File: src/rtl/dual_phase_update_sequencer.sv
// Two-phase delayed register update sequencer: q <- d1 after DELAY1, wait for a
// phase event, q1 <- !d1 after DELAY2, then a one-cycle registered "q != d" check strobe.
module dual_phase_update_sequencer #(
    parameter int DELAY1     = 10,
    parameter int DELAY2     = 10,
    parameter int PH_TIMEOUT = 64,
    parameter int CNT_W      = 8,
    parameter int ERR_W      = 4
) (
    input  logic             mclk,
    input  logic             rst,
    input  logic             start,
    input  logic             abort,
    input  logic             phase_evt,
    input  logic             d,
    input  logic             d1,
    output logic             busy,
    output logic             q,
    output logic             q1,
    output logic             chk_valid,
    output logic             chk_fail,
    output logic             done,
    output logic             timeout_err,
    output logic [ERR_W-1:0] err_count
);

    typedef enum logic [2:0] {IDLE, WAIT1, WAIT_PH, WAIT2, CHECK} state_t;

    localparam logic [CNT_W-1:0] DLY1_LD = CNT_W'(DELAY1);
    localparam logic [CNT_W-1:0] DLY2_LD = CNT_W'(DELAY2);
    localparam logic [CNT_W-1:0] PHTO_LD = CNT_W'(PH_TIMEOUT);
    localparam logic [CNT_W-1:0] CNT_ONE = CNT_W'(1);
    localparam logic [ERR_W-1:0] ERR_MAX = '1;

    state_t           state_q, state_d;
    logic [CNT_W-1:0] cnt_q, cnt_d;
    logic [ERR_W-1:0] err_count_q, err_count_d;
    logic             d1_lat_q, d1_lat_d;
    logic             q_q, q_d;
    logic             q1_q, q1_d;
    logic             busy_q, busy_d;
    logic             chk_valid_q, chk_valid_d;
    logic             chk_fail_q, chk_fail_d;
    logic             done_q, done_d;
    logic             timeout_err_q, timeout_err_d;
    logic             match;

    assign match = (q_q == d);

    always_comb begin
        state_d       = state_q;
        cnt_d         = cnt_q;
        err_count_d   = err_count_q;
        d1_lat_d      = d1_lat_q;
        q_d           = q_q;
        q1_d          = q1_q;
        chk_valid_d   = 1'b0;
        chk_fail_d    = 1'b0;
        done_d        = 1'b0;
        timeout_err_d = timeout_err_q;

        case (state_q)
            IDLE: begin
                if (start) begin
                    d1_lat_d = d1;
                    cnt_d    = DLY1_LD;
                    state_d  = WAIT1;
                end
            end
            WAIT1: begin
                if (abort) begin
                    state_d = IDLE;
                end else if (cnt_q == CNT_ONE) begin
                    q_d     = d1_lat_q;
                    cnt_d   = PHTO_LD;
                    state_d = WAIT_PH;
                end else begin
                    cnt_d = cnt_q - CNT_ONE;
                end
            end
            WAIT_PH: begin
                // A phase event arriving on the final timeout cycle still wins.
                if (abort) begin
                    state_d = IDLE;
                end else if (phase_evt) begin
                    cnt_d   = DLY2_LD;
                    state_d = WAIT2;
                end else if (cnt_q == CNT_ONE) begin
                    timeout_err_d = 1'b1;
                    state_d       = IDLE;
                end else begin
                    cnt_d = cnt_q - CNT_ONE;
                end
            end
            WAIT2: begin
                if (abort) begin
                    state_d = IDLE;
                end else if (cnt_q == CNT_ONE) begin
                    // Strobes are registered here so they are high throughout CHECK.
                    q1_d        = ~d1_lat_q;
                    chk_valid_d = 1'b1;
                    done_d      = 1'b1;
                    chk_fail_d  = match;
                    if (match && (err_count_q != ERR_MAX)) begin
                        err_count_d = err_count_q + 1'b1;
                    end
                    state_d = CHECK;
                end else begin
                    cnt_d = cnt_q - CNT_ONE;
                end
            end
            CHECK: begin
                state_d = IDLE;
            end
            default: begin
                state_d = IDLE;
            end
        endcase

        busy_d = (state_d != IDLE);
    end

    always_ff @(posedge mclk) begin
        if (rst) begin
            state_q       <= IDLE;
            cnt_q         <= '0;
            err_count_q   <= '0;
            d1_lat_q      <= 1'b0;
            q_q           <= 1'b0;
            q1_q          <= 1'b0;
            busy_q        <= 1'b0;
            chk_valid_q   <= 1'b0;
            chk_fail_q    <= 1'b0;
            done_q        <= 1'b0;
            timeout_err_q <= 1'b0;
        end else begin
            state_q       <= state_d;
            cnt_q         <= cnt_d;
            err_count_q   <= err_count_d;
            d1_lat_q      <= d1_lat_d;
            q_q           <= q_d;
            q1_q          <= q1_d;
            busy_q        <= busy_d;
            chk_valid_q   <= chk_valid_d;
            chk_fail_q    <= chk_fail_d;
            done_q        <= done_d;
            timeout_err_q <= timeout_err_d;
        end
    end

    assign busy        = busy_q;
    assign q           = q_q;
    assign q1          = q1_q;
    assign chk_valid   = chk_valid_q;
    assign chk_fail    = chk_fail_q;
    assign done        = done_q;
    assign timeout_err = timeout_err_q;
    assign err_count   = err_count_q;

endmodule

File: config.mk
export PLATFORM = sky130hd
export DESIGN_NAME = dual_phase_update_sequencer
export DESIGN_NICKNAME = d
export VERILOG_FILES = /design/src/rtl/dual_phase_update_sequencer.sv
export SDC_FILE = /design/constraint.sdc
export NUM_CORES = 1
export LEC_CHECK = 0
export ABC_AREA = 1
export BUFFER_PORTS_ARGS = -buffer_cell sky130_fd_sc_hd__buf_2
export CAP_MARGIN = 5
export CORE_MARGIN = 1
export CORE_UTILIZATION = 52
export CTS_BUF_LIST = sky130_fd_sc_hd__clkbuf_2
export DETAILED_ROUTE_END_ITERATION = 10
export HOLD_SLACK_MARGIN = 0.02
export PLACE_DENSITY = 0.88
export SETUP_SLACK_MARGIN = 0.15
export SYNTH_ARGS = -nofsm -noshare
export SYNTH_HDL_FRONTEND = slang
export SYNTH_SLANG_ARGS = --single-unit
File: constraint.sdc
create_clock -name mclk -period 1.65 [get_ports mclk]
set_clock_uncertainty 0.15 [all_clocks]
set_input_delay 0.33 -clock mclk [delete_from_list [all_inputs] [get_ports mclk]]
set_output_delay 0.33 -clock mclk [all_outputs]
set_load 0.01 [all_outputs]
* Word-level counts from Yosys, hierarchy flattened
Index checks and enable logic that the tools add are counted.
** Cells by class
- Mux-type cells :: 18
- Reduce and logical (&&, ||, !) cells :: 12
- Equal/unequal tests :: 10
- Add/sub/neg operators :: 2
- Bitwise gates (word level) :: 5
** Operator list (count)
- 8-bit 2-to-1 mux :: 7
- 8-bit one-hot mux with 4 select lines :: 1
- 3-bit 2-to-1 mux :: 8
- 3-bit one-hot mux with 4 select lines :: 1
- 8-bit by 1-bit equality test with 1-bit output, second input constant :: 1
- 2-bit != test, second input constant :: 4
- 4-bit AND reduction :: 2
- 8-bit by 1-bit subtractor with 8-bit output, second input constant :: 1
- 3-bit by 2-bit equality test with 1-bit output, second input constant :: 2
- 3-bit AND reduction :: 2
- 1-bit NOT :: 5
- 5-bit AND reduction :: 1
- 4-bit by 1-bit adder with 4-bit output, second input constant :: 1
- 4-bit != test, second input constant :: 1
- 4-bit nonzero test :: 1
- 4-bit OR reduction :: 1
- 3-bit by 1-bit equality test with 1-bit output, second input constant :: 1
- 3-bit zero test :: 1
- 3-bit nonzero test :: 1
- 3-bit OR reduction :: 1
- 2-bit AND reduction :: 1
- 1-bit equality test :: 1
- 1-bit logical AND :: 1
- 1-bit 2-to-1 mux :: 1
** Word-level totals
- Output and inout bits :: 11
- Bits in registers :: 22
- Word-level logic and storage cells :: 57
- Input bits :: 7

* Longest topological paths before layout
- Depth in word-level cells :: 6
- Gate-level depth with buffers :: 10
- Mapped depth without buffers :: 10

* Worst setup path after synthesis
Ideal clock, no wire load.
- Kind :: flip-flop to flip-flop
- Start point :: register cnt_q[1]
- End point :: register cnt_q[0]
- Stages on the path, launching flop included :: 10
- Data arrival time :: 1.424 ns
- Data required time :: 1.426 ns
- Buffers on the path :: 0
- Slack :: 0.002 ns
- Cell sequence :: dfxtp_1 > inv_1 > ha_1 > nand3_1 > inv_1 > nand2_1 > ha_1 > nor3_1 > nand2_1 > a31oi_1
** Between the ends
- Cells in the longest elaborated chain, start to end :: 5
- Elaborated cells on any way between the ends :: 8
- Those cells by class :: eq/ne (1); mux (7)
** RTL lines
- start: declaration :: line 36 : logic [CNT_W-1:0] cnt_q, cnt_d;
- start signal: assignment :: line 138 : cnt_q <= cnt_d;
- 8-bit by 1-bit equality test with 1-bit output (*) :: line 73, 88, 98
- 8-bit 2-to-1 mux (3 in series)
- 8-bit one-hot mux with 4 select lines (*) :: line 62 : case (state_q)
Every way passes the cells marked *; elsewhere a longest branch is shown, timed or not. The select of a mux whose other input is x is not followed.
A chain may end at the register's enable or synchronous reset.

* Final worst setup path
- Start point :: register cnt_q[1]
- End point :: register busy_q (netlist: busy)
** Between the ends
- Cells in the longest elaborated chain, start to end :: 6
- Elaborated cells on any way between the ends :: 10
- Those cells by class :: eq/ne (1); mux (8); reduce/logical (1)
** RTL lines
- 8-bit by 1-bit equality test with 1-bit output (*) :: line 73, 88, 98
- 3-bit 2-to-1 mux :: line 88 : end else if (cnt_q == CNT_ONE) begin
- 3-bit 2-to-1 mux :: line 85 : end else if (phase_evt) begin
- 3-bit 2-to-1 mux :: line 83 : if (abort) begin
- 3-bit one-hot mux with 4 select lines (*) :: line 62
- 3-bit nonzero test (*) :: line 120 : busy_d = (state_d != IDLE);
- end signal: assignment :: line 143 : busy_q <= busy_d;
- end: declaration :: line 41 : logic busy_q, busy_d;
Every way passes the cells marked *; elsewhere a longest branch is shown, timed or not.

==> impl_metrics.csv <==
group,metric,value,unit
pwr,total_leakage_power,0.000787,uW
setup_path,worst_path_max_delay_cell,"dfxtp_2",
placed_design,dp_worst_setup_slack,0.0429,ns
drt,first_iter_violations,62,
synth,yosys-top-cells-area,"dfxtp_1 (36%), nand2_1 (15%), nand3_1 (9.1%), inv_1 (7.1%), nor2_1 (5.3%)",
placed_design,placed_cells_incl_taps,223,
drt,first_pass_iteration_count_of_the_detailed_router,4,
cells_and_area,area_growth_syn_to_layout,36.3,%
synth,async_flop_share,0,
grt,globalRouteTotalUtil,0.261,
sta,fmax,639,MHz
sta,grt_setup_unrepaired,"true",
setup_path,cp_data_required_time,1.80,ns
cells_and_area,multiInputGateArea,800,um^2
floorplanning,fp_rows,17,
grt,met3_use_gr,0.0545,
synth,synth-edff-count,0,
synth,synth_top_area_frac,0.364,
sta,tightest_slew,0.417,ns
synth,synth_cells,179,
drt,wl_per_cell,14.9,um
clocking,tritoncts.num_buffers,3,
grt,grt_max_degree,14,
setup_path,setup.worst_path.class,"flop to flop",
setup_path,worstSetupStartpointType,"flop",
synth,synth_area,0.00121,mm^2
floorplanning,die_height,50.2,um
grt,grt_antenna_before_repair,0,
clocking,cts.htree.levels,1,
cells_and_area,final_cells,237,
sta,maxSlewHeadroom,0.722,
drt,num_vias,1321,
cells_and_area,area.sequential,465,um^2
synth,number_of_warnings_printed_during_yosys_synthesis,0,
placed_design,io_buffers,17,
grt,grt.busiest_layer,"met2",
synth,synthesis.nets,190,
clocking,clock-sinks,22,
grt,gr-total-overflow,0,
cells_and_area,final_net_count,221,
job,drv_cap,0,
drt,detail_route.vias_per_cell,5.57,
drt,final_antenna_net_count,0,
sta,final_hold_viol_count,0,
synth,ys.flop_type,"dfxtp_1",
setup_path,critical-path-top-cell-by-count,"nand2_2",
status,status,"finished clean",
setup_path,worst_ep_arrival_time,1.71,ns
setup_path,max_stage_delay,0.37,ns
sta,period_utilization_post_route,0.949,
clocking,cts_tree,"yes",
grt,met2_usage,0.471,
clocking,clock_insertion_delay_worst_skew,0.35,ns
floorplanning,die_w,50.2,um
clocking,clock-root-buffer,"clkbuf_2",
sta,timing.final.crit_period,1.57,ns
setup_path,cp_num_buf_inv,2,
clocking,clock_pin_transition_on_the_worst_setup_and_hold_timing_paths,0.22,ns
floorplanning,ios,18,
synth,netlist_top_cells_count,"nand2_1 (47), inv_1 (23), dfxtp_1 (22), nand3_1 (22), nor2_1 (17)",
setup_path,critPathTopFamily,"simple AND/OR/NAND/NOR gates",
sta,slew_viol_final,0,
sta,endpoints_failing_setup,0,
clocking,clockBufferDepth,2,
grt,grt_pass1_wl,4.92,mm
synth,synth-seq-area-share,0.364,
drt,drc_errors,0,
placed_design,hpwl,2.15,mm
worst_hold_path,hold_path.class,"input port to flop",
sta,fin_ws,0.0847,ns
floorplanning,starting_density,0.552,
grt,grt_pass1_vias,1180,
placed_design,final_weighted_congestion_of_routability_driven_global_placement,0.937,
synth,synth.distinct_cells,24,
floorplanning,fp.coreArea,0.00219,mm^2
cells_and_area,layout-drive-gt1-share,0.440,
setup_path,worst_setup_path_end_kind,"flop",
pwr,peakVddDrop,717,uV
synth,synth_area_per_cell,6.75,um^2
cells_and_area,insertedDiodeCount,0,
pwr,power_density,705,mW/mm^2
drt,postRouteWirelength,3.54,mm
grt,grt_use_met1,0.278,
floorplanning,total_die_area,0.00252,mm^2
cells_and_area,fillCellCount,145,
setup_path,cp_max_fo,4,
synth,postSynthRegisterBits,22,
setup_path,worst_path_cell_trace,"inv_2 > ha_4 > nand3_4 > nor2_4 > nand2_4 > inv_4 > nand2_2 > nand2_2 > nand2_2 > nand3_1",
synth,synth_most_common_cell,"nand2_1",
synth,yosysTopAreaCell,"dfxtp_1",
## metrics by stage
stage	TNS [ns]	instance area (um^2)	hold WS (ns)	power (uW)	util
2_1_floorplan	0	1250	0.300	706	-
3_3_place_gp	0	1370	0.307	742	0.624
3_5_place_dp	0	1370	0.318	749	0.624
4_1_cts	0	1500	0.0509	1150	0.682
5_1_grt	-0.0146	1650	0.0383	1210	0.752
6_report	0	1650	0.0699	1160	0.752
## final cells by class
| type | count | share of cell area |
|---|---|---|
| clock buffers | 3 | 0.00911 |
| clock inverters | 1 | 0.0182 |
| inverters | 28 | 0.0668 |
| multi-input cells | 125 | 0.485 |
| flip-flops and latches | 22 | 0.282 |
| well taps | 28 | 0.0213 |
| repair buffers | 30 | 0.117 |
## registers in the layout (all words and copies together), names as in the netlist
register and cells:
timeout_err 1, q 1, state_q 3, err_count 4
d1_lat_q 1, cnt_q 8, q1 1, done 1
busy 1, chk_fail 1
## where the power goes
part | leakage (uW) | internal (uW) | total, uW | switching, uW
clock network | 0.0000266 | 209 | 383 | 174
registers | 0.000185 | 544 | 560 | 15.7
logic | 0.000576 | 80.4 | 219 | 139
## worst reg2reg max path, stage by stage (launching register included)
cell     delay (ns)
dfxtp_2        0.37
inv_2          0.08
ha_4           0.15
nand3_4        0.08
nor2_4         0.22
nand2_4        0.11
inv_4          0.07
nand2_2        0.06
nand2_2        0.08
nand2_2        0.05
nand3_1        0.09
## kinds of logic after synthesis
kind of cell / after synthesis / synth area share
AO/OA/AOI/OAI: 22 / 0.106
buffers and inverters: 32 / 0.111
adder cells (fa/ha/maj): 4 / 0.0414
AND/OR/NAND/NOR: 96 / 0.356
XOR/XNOR: 3 / 0.0217
flip-flops: 22 / 0.364
## worst paths after layout
kind / startpoint / end / slack, ns / cells after the start
worst max-delay path: cnt_q[1]$_SDFFE_PP0P_ / busy$_SDFF_PP0_ / 0.08 / 10
worst min-delay path: rst / cnt_q[6]$_SDFFE_PP0P_ / 0.07 / 2
worst max register to register: cnt_q[1]$_SDFFE_PP0P_ / busy$_SDFF_PP0_ / 0.08 / 10
worst min register to register: q$_SDFFE_PP0P_ / q$_SDFFE_PP0P_ / 0.37 / 2
## routing by layer
| metal | wire [um] | share of wire |
|---|---|---|
| met1 | 1300 | 0.37 |
| met2 | 1870 | 0.53 |
| met3 | 237 | 0.067 |
| met4 | 135 | 0.038 |
| met5 | 0 | 0 |
## placed cells by master (no fill, tap or decap), types with 2 or more instances in the layout
master,instances
nand2_1,34
inv_1,19
buf_2,16
nand3_1,15
nor2_1,14
dfxtp_1,12
buf_4,12
nand2_2,11
a21oi_1,11
inv_2,7
nand3_2,6
nor2_4,5
dfxtp_4,5
dfxtp_2,5
nor2_2,3
nand2_4,3
o21ai_1,3
ha_4,3
clkbuf_2,3
inv_4,2
a31oi_1,2
xor2_1,2
a21oi_2,2
o21ai_0,2
buf_6,2
## timing repair
| item | CTS | global route |
|---|---|---|
| buffers inserted | 4 | 6 |
| hold buffers | 0 | 0 |
| pin swaps | 9 | 14 |
| resized for setup | 19 | 31 |
| hold endpoints to repair | 0 | 0 |
| setup endpoints to repair | 13 | 22 |
No activity file was read; power rests on OpenSTA's default activity.
